==> src/rtl/hnf_txreq_arb_if.sv <==
`default_nettype none
// ============================================================================
// hnf_txreq_arb_if : requester-side handshake and CHI TXREQ link signals
// Revision: 1.0
// ============================================================================
interface hnf_txreq_arb_if #(
  parameter int NUM_REQ = 3,
  parameter int FLIT_W  = 32
);
  logic [NUM_REQ-1:0]             req_valid;
  logic [NUM_REQ-1:0][FLIT_W-1:0] req_flit;
  logic [NUM_REQ-1:0]             req_ready;
  logic [FLIT_W-1:0]              TXREQFLIT;
  logic                           TXREQFLITV;
  logic                           TXREQFLITPEND;
  logic                           TXREQLCRDV;

  modport master (
    input  req_valid, req_flit, TXREQLCRDV,
    output req_ready, TXREQFLIT, TXREQFLITV, TXREQFLITPEND
  );

  modport slave (
    output req_valid, req_flit, TXREQLCRDV,
    input  req_ready, TXREQFLIT, TXREQFLITV, TXREQFLITPEND
  );
endinterface
`default_nettype wire

==> src/rtl/hnf_txreq_arb.sv <==
`default_nettype none
// ============================================================================
// hnf_txreq_arb : round-robin TXREQ scheduler with L-credit tracking/return
// Revision: 1.0
// ============================================================================
module hnf_txreq_arb #(
  parameter int NUM_REQ = 3,
  parameter int MAX_CRD = 15,
  parameter int FLIT_W  = 32,
  localparam int CNT_W  = $clog2(MAX_CRD + 1)
) (
  input  wire logic             clock,
  input  wire logic             reset,
  hnf_txreq_arb_if.master       txreq,
  input  wire logic             lnk_deact_req,
  output logic                  lnk_deact_done,
  output logic [CNT_W-1:0]      crd_cnt,
  output logic                  crd_overflow
);

  localparam int PTR_W = (NUM_REQ > 1) ? $clog2(NUM_REQ) : 1;

  typedef enum logic [1:0] {
    ST_RUN   = 2'd0,
    ST_DRAIN = 2'd1,
    ST_STOP  = 2'd2
  } state_t;

  state_t               state_q, state_d;
  logic [PTR_W-1:0]     rr_ptr_q, rr_ptr_d;
  logic [CNT_W-1:0]     crd_cnt_q, crd_cnt_d;
  logic                 crd_ovf_q, crd_ovf_d;
  logic [FLIT_W-1:0]    flit_q, flit_d;
  logic                 flitv_q, flitv_d;

  logic [NUM_REQ-1:0]   grant;
  logic [2*NUM_REQ-1:0] rot_valid;
  logic                 crd_avail;
  logic                 found;
  logic                 send;
  int                   off;
  int                   sel;

  always_comb begin
    state_d   = state_q;
    rr_ptr_d  = rr_ptr_q;
    crd_cnt_d = crd_cnt_q;
    crd_ovf_d = crd_ovf_q;
    flit_d    = flit_q;
    flitv_d   = 1'b0;
    grant     = '0;
    found     = 1'b0;
    send      = 1'b0;
    off       = 0;
    sel       = 0;

    // A credit arriving this cycle may be spent this cycle (bypass)
    crd_avail = (crd_cnt_q != '0) | txreq.TXREQLCRDV;

    // Doubled valid vector rotated so bit 0 is the requester at rr_ptr
    rot_valid = {txreq.req_valid, txreq.req_valid} >> rr_ptr_q;

    if (state_q == ST_RUN && !lnk_deact_req && crd_avail) begin
      for (int i = 0; i < NUM_REQ; i++) begin
        if (!found && rot_valid[i]) begin
          found = 1'b1;
          off   = i;
        end
      end
    end

    if (found) begin
      sel = int'(rr_ptr_q) + off;
      if (sel >= NUM_REQ) sel = sel - NUM_REQ;
      grant    = NUM_REQ'(1) << sel;
      rr_ptr_d = PTR_W'((sel + 1 >= NUM_REQ) ? 0 : sel + 1);
      for (int i = 0; i < NUM_REQ; i++) begin
        if (grant[i]) flit_d = txreq.req_flit[i];
      end
      flitv_d = 1'b1;
      send    = 1'b1;
    end else if (state_q == ST_DRAIN && crd_avail) begin
      // ReqLCrdReturn: every field zero
      flit_d  = '0;
      flitv_d = 1'b1;
      send    = 1'b1;
    end

    if (txreq.TXREQLCRDV && !send) begin
      if (crd_cnt_q == CNT_W'(MAX_CRD)) crd_ovf_d = 1'b1;
      else                              crd_cnt_d = crd_cnt_q + CNT_W'(1);
    end else if (!txreq.TXREQLCRDV && send) begin
      crd_cnt_d = crd_cnt_q - CNT_W'(1);
    end

    case (state_q)
      ST_RUN: begin
        if (lnk_deact_req) state_d = ST_DRAIN;
      end
      ST_DRAIN: begin
        if (crd_cnt_q == '0 && !txreq.TXREQLCRDV) state_d = ST_STOP;
      end
      ST_STOP: begin
        if (!lnk_deact_req)         state_d = ST_RUN;
        else if (crd_cnt_q != '0)   state_d = ST_DRAIN;
      end
      default: state_d = ST_RUN;
    endcase
  end

  always_ff @(posedge clock or negedge reset) begin
    if (!reset) begin
      state_q   <= ST_RUN;
      rr_ptr_q  <= '0;
      crd_cnt_q <= '0;
      crd_ovf_q <= 1'b0;
      flit_q    <= '0;
      flitv_q   <= 1'b0;
    end else begin
      state_q   <= state_d;
      rr_ptr_q  <= rr_ptr_d;
      crd_cnt_q <= crd_cnt_d;
      crd_ovf_q <= crd_ovf_d;
      flit_q    <= flit_d;
      flitv_q   <= flitv_d;
    end
  end

  assign txreq.req_ready     = grant;
  assign txreq.TXREQFLIT     = flit_q;
  assign txreq.TXREQFLITV    = flitv_q;
  assign txreq.TXREQFLITPEND = (state_q != ST_STOP);
  assign lnk_deact_done      = (state_q == ST_STOP) && (crd_cnt_q == '0);
  assign crd_cnt             = crd_cnt_q;
  assign crd_overflow        = crd_ovf_q;

endmodule
`default_nettype wire

==> src/flat_wrapper.sv <==
// flat-port wrapper written by rule: the top's interface ports become plain ports
module hnf_txreq_arb_flat 
#(
  parameter int NUM_REQ = 3,
  parameter int MAX_CRD = 15,
  parameter int FLIT_W  = 32,
  localparam int CNT_W  = $clog2(MAX_CRD + 1)
)
  (clock, reset, lnk_deact_req, lnk_deact_done, crd_cnt, crd_overflow, txreq_req_valid, txreq_req_flit, txreq_TXREQLCRDV, txreq_req_ready, txreq_TXREQFLIT, txreq_TXREQFLITV, txreq_TXREQFLITPEND);
  hnf_txreq_arb_if #(.NUM_REQ(NUM_REQ), .FLIT_W(FLIT_W)) txreq_i ();
  input  wire logic clock;
  input  wire logic reset;
  input  wire logic lnk_deact_req;
  output logic lnk_deact_done;
  output logic [CNT_W-1:0] crd_cnt;
  output logic crd_overflow;
  input wire logic [$bits(txreq_i.req_valid)-1:0] txreq_req_valid;
  input wire logic [$bits(txreq_i.req_flit)-1:0] txreq_req_flit;
  input wire logic [$bits(txreq_i.TXREQLCRDV)-1:0] txreq_TXREQLCRDV;
  output wire logic [$bits(txreq_i.req_ready)-1:0] txreq_req_ready;
  output wire logic [$bits(txreq_i.TXREQFLIT)-1:0] txreq_TXREQFLIT;
  output wire logic [$bits(txreq_i.TXREQFLITV)-1:0] txreq_TXREQFLITV;
  output wire logic [$bits(txreq_i.TXREQFLITPEND)-1:0] txreq_TXREQFLITPEND;
  assign txreq_i.req_valid = txreq_req_valid;
  assign txreq_i.req_flit = txreq_req_flit;
  assign txreq_i.TXREQLCRDV = txreq_TXREQLCRDV;
  assign txreq_req_ready = txreq_i.req_ready;
  assign txreq_TXREQFLIT = txreq_i.TXREQFLIT;
  assign txreq_TXREQFLITV = txreq_i.TXREQFLITV;
  assign txreq_TXREQFLITPEND = txreq_i.TXREQFLITPEND;
  hnf_txreq_arb #(.NUM_REQ(NUM_REQ), .MAX_CRD(MAX_CRD), .FLIT_W(FLIT_W)) u_core (.clock(clock), .reset(reset), .txreq(txreq_i), .lnk_deact_req(lnk_deact_req), .lnk_deact_done(lnk_deact_done), .crd_cnt(crd_cnt), .crd_overflow(crd_overflow));
endmodule
==> config.mk <==
export PLATFORM = sky130hd
export DESIGN_NAME = hnf_txreq_arb_flat
export DESIGN_NICKNAME = d
export VERILOG_FILES = /design/src/rtl/hnf_txreq_arb_if.sv /design/src/rtl/hnf_txreq_arb.sv /design/src/flat_wrapper.sv
export SDC_FILE = /design/constraint.sdc
export NUM_CORES = 1
export LEC_CHECK = 0
export BUFFER_PORTS_ARGS = -buffer_cell sky130_fd_sc_hd__buf_2
export CORE_MARGIN = 2
export CORE_UTILIZATION = 50
export CTS_BUF_LIST = sky130_fd_sc_hd__clkbuf_4
export DETAILED_ROUTE_END_ITERATION = 8
export GPL_TIMING_DRIVEN = 0
export HOLD_SLACK_MARGIN = 0.06
export PLACE_DENSITY_LB_ADDON = 0.3
export SYNTH_ARGS = -nofsm -noshare
export SYNTH_HDL_FRONTEND = slang
export SYNTH_SLANG_ARGS = --single-unit
==> constraint.sdc <==
create_clock -name clock -period 8.3 [get_ports clock]
set_input_delay 1.66 -clock clock [delete_from_list [all_inputs] [get_ports clock]]
set_output_delay 1.66 -clock clock [all_outputs]
set_load 0.03 [all_outputs]
# After elaboration in Yosys (flattened, before gate mapping)
# Index checks and enable logic that the tools add are counted.
# totals
ff_bits,42
inputBits,103
# classes
addsub,5
n_lt_le_gt_ge,2
eq_ne,9
shifts,2
n_mux,28
bitwise,1
reduce_logical,23
# op_table
operator,count
32-bit two-way mux,7
"32-bit by 3-bit >= comparator with 1-bit output, second input constant",2
"32-bit by 2-bit adder with 32-bit output, second input constant",1
"1-bit by 32-bit << shifter with 3-bit output, first input constant",1
"32-bit by 3-bit subtractor with 32-bit output, second input constant",1
2-bit two-way mux,7
4-bit two-way mux,3
1-bit logical AND,9
1-bit two-way mux,9
"2-bit inequality test, second input constant",4
2-bit case mux with 3 select lines,1
2-bit AND reduction,3
6-bit by 2-bit >> shifter with 3-bit output,1
1-bit logical NOT,5
"4-bit by 1-bit adder with 4-bit output, second input constant",1
"4-bit == test, second input constant",1
4-bit logical NOT,1
"4-bit inequality test, second input constant",1
2-bit nonzero test,2
4-bit nonzero test,1
"4-bit by 1-bit subtractor with 4-bit output, second input constant",1
2-bit by 2-bit adder with 3-bit output,1
3-bit two-way mux,1
"3-bit by 2-bit inequality test with 1-bit output, second input constant",1
5 further kinds,5

# Depth between registers and ports, before layout
# Gate-level depths: netlist (run 1).
# logic_depth
word_depth,21
ltp_mapped,15
depth_no_buf,14

# Worst setup path after synthesis (run 1)
# No wires, ideal clock.
# synth_path
path_type,input to output
startpoint,input lnk_deact_req
endpoint,output txreq_req_ready[2]
arrival_ns,4.452
required_time_ns,6.640
path_slack_ns,2.188
path_stages,12
path_buffers,1
path_cell_list,nor3_1 o21ai_0 a31oi_1 ha_1 inv_1 fa_1 inv_1 ha_1 nand2b_1 or3_1 a21oi_2 buf_2
# synth_between
elab_chain_cells,10
word_cells_on_any_way,12
# synth_rtl
item,line_no,source
"start, declared",flat_wrapper.sv:13,input wire logic lnk_deact_req;
1-bit logical NOT *,hnf_txreq_arb.sv:63,if (state_q == ST_RUN && !lnk_deact_req && crd_avail) begin
1-bit logical AND * (2 in series),hnf_txreq_arb.sv:63,
2-bit two-way mux,hnf_txreq_arb.sv:63,
2-bit by 2-bit adder with 3-bit output,hnf_txreq_arb.sv:73,sel = int'(rr_ptr_q) + off;
32-bit by 3-bit subtractor with 32-bit output / 32-bit by 3-bit >= comparator with 1-bit output (equally long branches),hnf_txreq_arb.sv:74,if (sel >= NUM_REQ) sel = sel - NUM_REQ;
32-bit two-way mux,hnf_txreq_arb.sv:74,
32-bit two-way mux,hnf_txreq_arb.sv:72,if (found) begin
1-bit by 32-bit << shifter with 3-bit output,hnf_txreq_arb.sv:75,grant = NUM_REQ'(1) << sel;
3-bit two-way mux *,hnf_txreq_arb.sv:72,
"end, declared",flat_wrapper.sv:20,output wire logic [$bits(txreq_i.req_ready)-1:0] txreq_req_ready;
# Mark *: on every way between the ends. The rest lies on a longest branch, timed or not. The select of a mux whose other input is x is not followed.

# Final worst setup path (run 1)
# Same ends and word-level chain as after synthesis.

==> flow_summary_export.csv, run 1 <==
group,metric,value,unit
timing,tns,0,ns
setup_path,rr_startpoint,"u_core.crd_cnt[0]",
clock_network,clockBufferDepth,2,
setup_path,critPathLaunchType,"primary input",
setup_path,cpPeakStageDelay,0.55,ns
clock_network,cts_root_buffer,"clkbuf_4",
timing,slew_headroom,37.6,%
floorplan,start_util,52.2,%
global_routing,grt_pass1_vias,2366,
timing,setup_viol_count_final,0,
logic_synthesis,yosysTopAreaCell,"dfrtp_1",
timing,slew_viol_final,0,
setup_path,path_cells,"buf_2 > nor3_1 > o21ai_0 > a31oi_1 > ha_1 > inv_1 > fa_1 > inv_1 > ha_1 > nand2b_1 > or3_1 > a21oi_2 > buf_2 > buf_2",
finish,synthToLayoutAreaGrowth,32.8,%
global_routing,use_met3,6.51,%
logic_synthesis,synth_enable_flop_cells,0,
logic_synthesis,synth_cell_type_count,40,
timing,fin_crit,6.78,ns
floorplan,die_area,6000,um2
clock_network,cts_resized,0,
global_routing,grt_overflow_total,0,
clock_network,clk_latency,0.36,ns
setup_path,crit_top_cell,"buf_2",
global_routing,gr-usage-met1,26.9,%
routing,drc,0,
logic_synthesis,synth.most_common_cell,"dfrtp_1",
timing,rsz0062_at_grt,"no",
timing,fin_crit_sh,81.7,%
logic_synthesis,yosys_register_bits,42,
outcome,status,"finished, final reports clean",
timing,worst_pin_slew,0.936,ns
setup_path,crit_path_start,"lnk_deact_req",
power_and_ir_drop,powerDensity,271,nW/um2
global_routing,grt_pass1_wl,10800,um
setup_path,crit_family,"simple AND/OR/NAND/NOR gates",
setup_path,arrival,5.12,ns
placed_design,hpwl,5120,um
hold_path,hp-start,"u_core.crd_overflow",
global_routing,use_met2,38.9,%
setup_path,crit_slowest_cell,"fa_1",
logic_synthesis,synth_flop_cell,"dfrtp_1",
setup_path,worstPathMaxFanout,10,
clock_network,cts_made_buffers,5,
timing,hold_viol_final,0,
clock_network,cts_max_level,2,
logic_synthesis,synth_top_area_share,38.9,%
power_and_ir_drop,power,970,uW
timing,finClkSkew,0.0100,ns
setup_path,crit_type,"in2out",
power_and_ir_drop,vdd_drop_max,0.000182,V
logic_synthesis,yosysSeqAreaShare,38.9,%
placed_design,place_inst,452,
floorplan,die-height,77.5,um
finish,drive_gt1_share,52.4,%
logic_synthesis,netlist_instances,237,
routing,firstDrtPassIters,4,
routing,vias_per_cell,5.35,
logic_synthesis,synth_async_sr_flop_share,100,%
finish,layout.cells.non_filler,459,
floorplan,die_x,77.5,um
clock_network,cts.sinks,42,
hold_path,hp-class,"reg2reg",
setup_path,crit_required,6.64,ns
routing,vias,2456,
logic_synthesis,synth.net_count,346,
flow_run,drv_cap,0,
global_routing,antenna_found_initial,0,
routing,ant_nets,0,
routing,drt_iter0_markers,66,
clock_network,path_clk_slew,0.13,ns
finish,fin_nets,498,
setup_path,path_buf_inv,5,
finish,diodes,0,
global_routing,globalRoute.busiestLayer,"met2",
clock_network,post-cts-setup-buffers,0,
logic_synthesis,syn_area,2700,um2
logic_synthesis,yosys-top-cells-area,"dfrtp_1 39%, mux2_2 15%, mux2i_1 13%",
global_routing,track_usage,22.2,%
placed_design,io_buffers,145,
routing,wirelength,6590,um
timing,fmax,0.147,GHz
clock_network,cts_hold_buf,0,
global_routing,grt_max_degree,43,
placed_design,gp_congestion,0.755,
floorplan,coreArea,5170,um2
logic_synthesis,ys_top_cells_by_count,"42 x dfrtp_1, 35 x mux2_2, 34 x mux2i_1, 32 x o2bb2ai_1",
floorplan,io_pins,146,
logic_synthesis,ys_warn_count,0,
setup_path,end_kind,"output pin",
floorplan,num_rows,26,
clock_network,cts_tree,"done",
power_and_ir_drop,p_leak,0.00202,uW
routing,wl_per_cell,14.4,um
logic_synthesis,syn_avg_cell_area,11.4,um2
## worst register-to-register path: cells and delay by family, from the launching register on
kind                     cells  cell delay (ns)
flip-flops                   1             0.48
buffers and inverters        4             0.79
AO/OA/AOI/OAI                4             0.84
multiplexers                 2             0.53
AND/OR/NAND/NOR              2             0.75
adder cells (fa/ha/maj)      3             0.86
## metrics by stage
stage | hold WS (ns) | utilization, % | setup WS (ns) | area (um2)
finish | 0.506 | 69.3 | 1.52 | 3580
global route | 0.514 | 69.3 | 1.17 | 3580
CTS | 0.499 | 69.3 | 1.46 | 3580
detailed placement | 0.461 | 67.9 | 1.47 | 3510
global placement | 0.462 | 67.9 | 1.51 | 3510
floorplan | 0.491 | - | 2.19 | 2700
## cells in the final DEF, fill, tap and decap left out, drive strengths merged, types with 3 or more instances in the layout
| cell type | n |
|---|---|
| inv | 5 |
| ha | 4 |
| o2bb2ai | 32 |
| o21ai | 5 |
| nor2 | 8 |
| nor3 | 4 |
| buf | 158 |
| mux2 | 35 |
| mux2i | 34 |
| or3 | 4 |
| clkbuf | 6 |
| dfrtp | 42 |
| xor2 | 3 |
| a21oi | 4 |
| nand2 | 10 |
| nor2b | 5 |
## registers in the layout, indices dropped and copies added (netlist names)
register	count
u_core.txreq.TXREQFLITV	1
u_core.rr_ptr_q	2
u_core.txreq.TXREQFLIT	32
u_core.crd_cnt	4
u_core.state_q	2
u_core.crd_overflow	1
## cells by family (layout without fill, tap and decap cells)
kind of cell	count (synthesis)	count (layout)	share of synthesized area (%)
flip-flops	42	42	38.9
buffers and inverters	19	171	3.94
AO/OA/AOI/OAI	54	54	16.5
multiplexers	69	69	27.2
AND/OR/NAND/NOR	44	44	9.08
adder cells (fa/ha/maj)	6	6	3.34
XOR/XNOR	3	3	0.973
## final cells by class
cell class                 instances  area, um2
fill                             402       1590
multi-input combinational        176       1540
sequential                        42       1050
timing repair buffer             145        726
buffer                            14       87.6
tap                               70       87.6
clock buffer                       5       37.5
clock inverter                     2       33.8
inverter                           5       18.8
## routing by layer
metal,share of wire (%),wire [um]
met2,50,3310
met5,0,0
met4,0.91,60
met3,8.6,568
met1,40,2650
## report_power, final
part           internal [uW]  switching [uW]
Combinational            238             317
Clock                   60.9            67.6
Sequential               250            36.4
## worst paths after layout
kind,slack [ns],to,cells past startpoint
max,1.52,txreq_req_ready[2],14
min reg2reg,0.51,u_core.crd_overflow,1
min in group asynchronous,1.43,u_core.txreq.TXREQFLIT[7],1
min,0.51,u_core.crd_overflow,1
max reg2reg,3.94,u_core.txreq.TXREQFLIT[20],15
max in group asynchronous,6.29,u_core.txreq.TXREQFLIT[22],1
No activity file was read; power rests on OpenSTA's default activity.
==> run 2: changes to the inputs <==
- CORE_UTILIZATION: 50 -> 47
- clock period: 8.3 -> 6.7 ns (I/O delays scaled with it)
==> run 2 against run 1 <==
Sequential share of layout area shrank 0.11 points; wire length up 1.6%; combinational power up 24%; critical endpoint unchanged.
==> flow_summary_export.csv, run 2 (synthesis results as in run 1) <==
group,metric,value,unit
global_routing,grt_pass1_vias,2200,
routing,wl_per_cell,14.5,um
placed_design,dpl_cell_area,3520,um2
global_routing,track_usage,19.6,%
floorplan,die-height,79.8,um
finish,synthToLayoutAreaGrowth,33.3,%
routing,wirelength,6700,um
routing,drc,0,
clock_network,clockBufferDepth,2,
timing,slew_viol_final,0,
timing,worst_pin_slew,0.947,ns
clock_network,cts_root_buffer,"clkbuf_4",
finish,fin_nets,498,
finish,largest_reg_flops,32,
timing,fmax,0.163,GHz
setup_path,worstPathMaxFanout,10,
routing,vias_per_cell,5.35,
timing,slew_headroom,36.9,%
setup_path,critical_path.endpoint,"txreq_req_ready[2]",
clock_network,cts_tree,"done",
setup_path,r2r_slack,2.36,ns
setup_path,end_kind,"output pin",
setup_path,crit_type,"in2out",
floorplan,die_area,6370,um2
clock_network,path_clk_slew,0.10,ns
power_and_ir_drop,power,1210,uW
hold_path,hp-class,"reg2reg",
finish,diodes,0,
routing,drt_iter0_markers,59,
finish,drive_gt1_share,52.8,%
global_routing,antenna_found_initial,0,
clock_network,clk_latency,0.35,ns
setup_path,rr_startpoint,"u_core.crd_cnt[0]",
power_and_ir_drop,vdd_drop_max,0.000333,V
clock_network,cts.sinks,42,
timing,fin_crit,6.14,ns
timing,fin_crit_sh,91.6,%
routing,firstDrtPassIters,4,
timing,setup_slack,0.560,ns
setup_path,r2r_end,"u_core.txreq.TXREQFLIT[10]",
routing,vias,2472,
placed_design,gp_congestion,0.814,
clock_network,cts_resized,0,
placed_design,io_buffers,145,
finish,final_area,3600,um2
outcome,status,"finished, final reports clean",
flow_run,drv_cap,0,
clock_network,post-cts-setup-buffers,0,
setup_path,critPathLaunchType,"primary input",
timing,rsz0062_at_grt,"no",
power_and_ir_drop,powerDensity,336,nW/um2
finish,layout_common_cells,"155 x buf_2, 42 x dfrtp_1, 35 x mux2_2",
floorplan,die_x,79.8,um
power_and_ir_drop,p_leak,0.00203,uW
setup_path,crit_required,5.36,ns
setup_path,r2r_cells,15,
timing,hold_viol_final,0,
floorplan,start_util,48.7,%
finish,final_common_cell,"buf_2",
placed_design,dpl_worst_slack,0.548,ns
placed_design,hpwl,5230,um
clock_network,cts_made_buffers,5,
global_routing,grt_max_degree,43,
floorplan,num_rows,27,
clock_network,cts_hold_buf,0,
clock_network,cts_max_level,2,
finish,fillers,474,
setup_path,crit_path_start,"lnk_deact_req",
routing,ant_nets,0,
timing,setup_viol_count_final,0,
timing,finClkSkew,0.0147,ns
floorplan,coreArea,5540,um2
timing,tns,0,ns
floorplan,io_pins,146,
global_routing,grt_overflow_total,0,
setup_path,arrival,4.80,ns
global_routing,grt_pass1_wl,9900,um
## run 2: cell count changes in the layout (fill, tap and decap cells not counted), sizes merged
cell	previous run	this run
clkbuf	6	8
clkinv	1	0
## run 2: critical path, stage by stage
cell,delay [ns]
buf_2,0.11
nor3_1,0.39
o21ai_0,0.22
a31oi_1,0.19
ha_1,0.16
inv_1,0.04
fa_1,0.56
inv_1,0.09
ha_1,0.23
nand2b_1,0.23
or3_1,0.42
a21oi_2,0.29
buf_2,0.28
buf_2,0.23
## run 2: report_power, final
part,leakage [uW],switching [uW],internal [uW]
Clock,0.0000463,79.9,87.3
Sequential,0.000561,43.8,310
Combinational,0.00142,393,295
Total,0.00203,517,692
## run 2: layout make-up
cell class / instances / area (um2) / share of cell area, %
Tap cell: 72 / 90.1 / 2.50
Inverter: 5 / 18.8 / 0.522
Clock buffer: 7 / 52.6 / 1.46
Buffer: 14 / 87.6 / 2.43
Sequential cell: 42 / 1050 / 29.2
Timing Repair Buffer: 145 / 726 / 20.2
Clock inverter: 1 / 30.0 / 0.834
Multi-Input combinational cell: 176 / 1540 / 42.9
## run 2: per-layer routing
layer / share of wire, % / GRT usage (%)
met3: 7.5 / 4.64
met5: 0 / 0
met1: 42 / 23.9
met2: 49 / 35.0
met4: 1.6 / 4.58
## run 2: how the worst min path moves through the flow
stage,startpoint,end,slack (ns),cells past startpoint
after global placement,u_core.crd_overflow,u_core.crd_overflow,0.46,1
after global routing,u_core.crd_overflow,u_core.crd_overflow,0.51,1
final,u_core.crd_overflow,u_core.crd_overflow,0.49,1
after CTS,u_core.crd_overflow,u_core.crd_overflow,0.49,1
after floorplan,u_core.rr_ptr_q[0],u_core.rr_ptr_q[0],0.49,2
after detailed placement,u_core.crd_overflow,u_core.crd_overflow,0.46,1
## run 2: per-stage QoR
stage / hold slack, ns / utilization (%) / std cells
2_1_floorplan: 0.491 / - / 237
3_3_place_gp: 0.465 / 63.5 / 454
3_5_place_dp: 0.462 / 63.5 / 454
4_1_cts: 0.491 / 65.0 / 462
5_1_grt: 0.508 / 65.0 / 462
6_report: 0.492 / 65.0 / 462
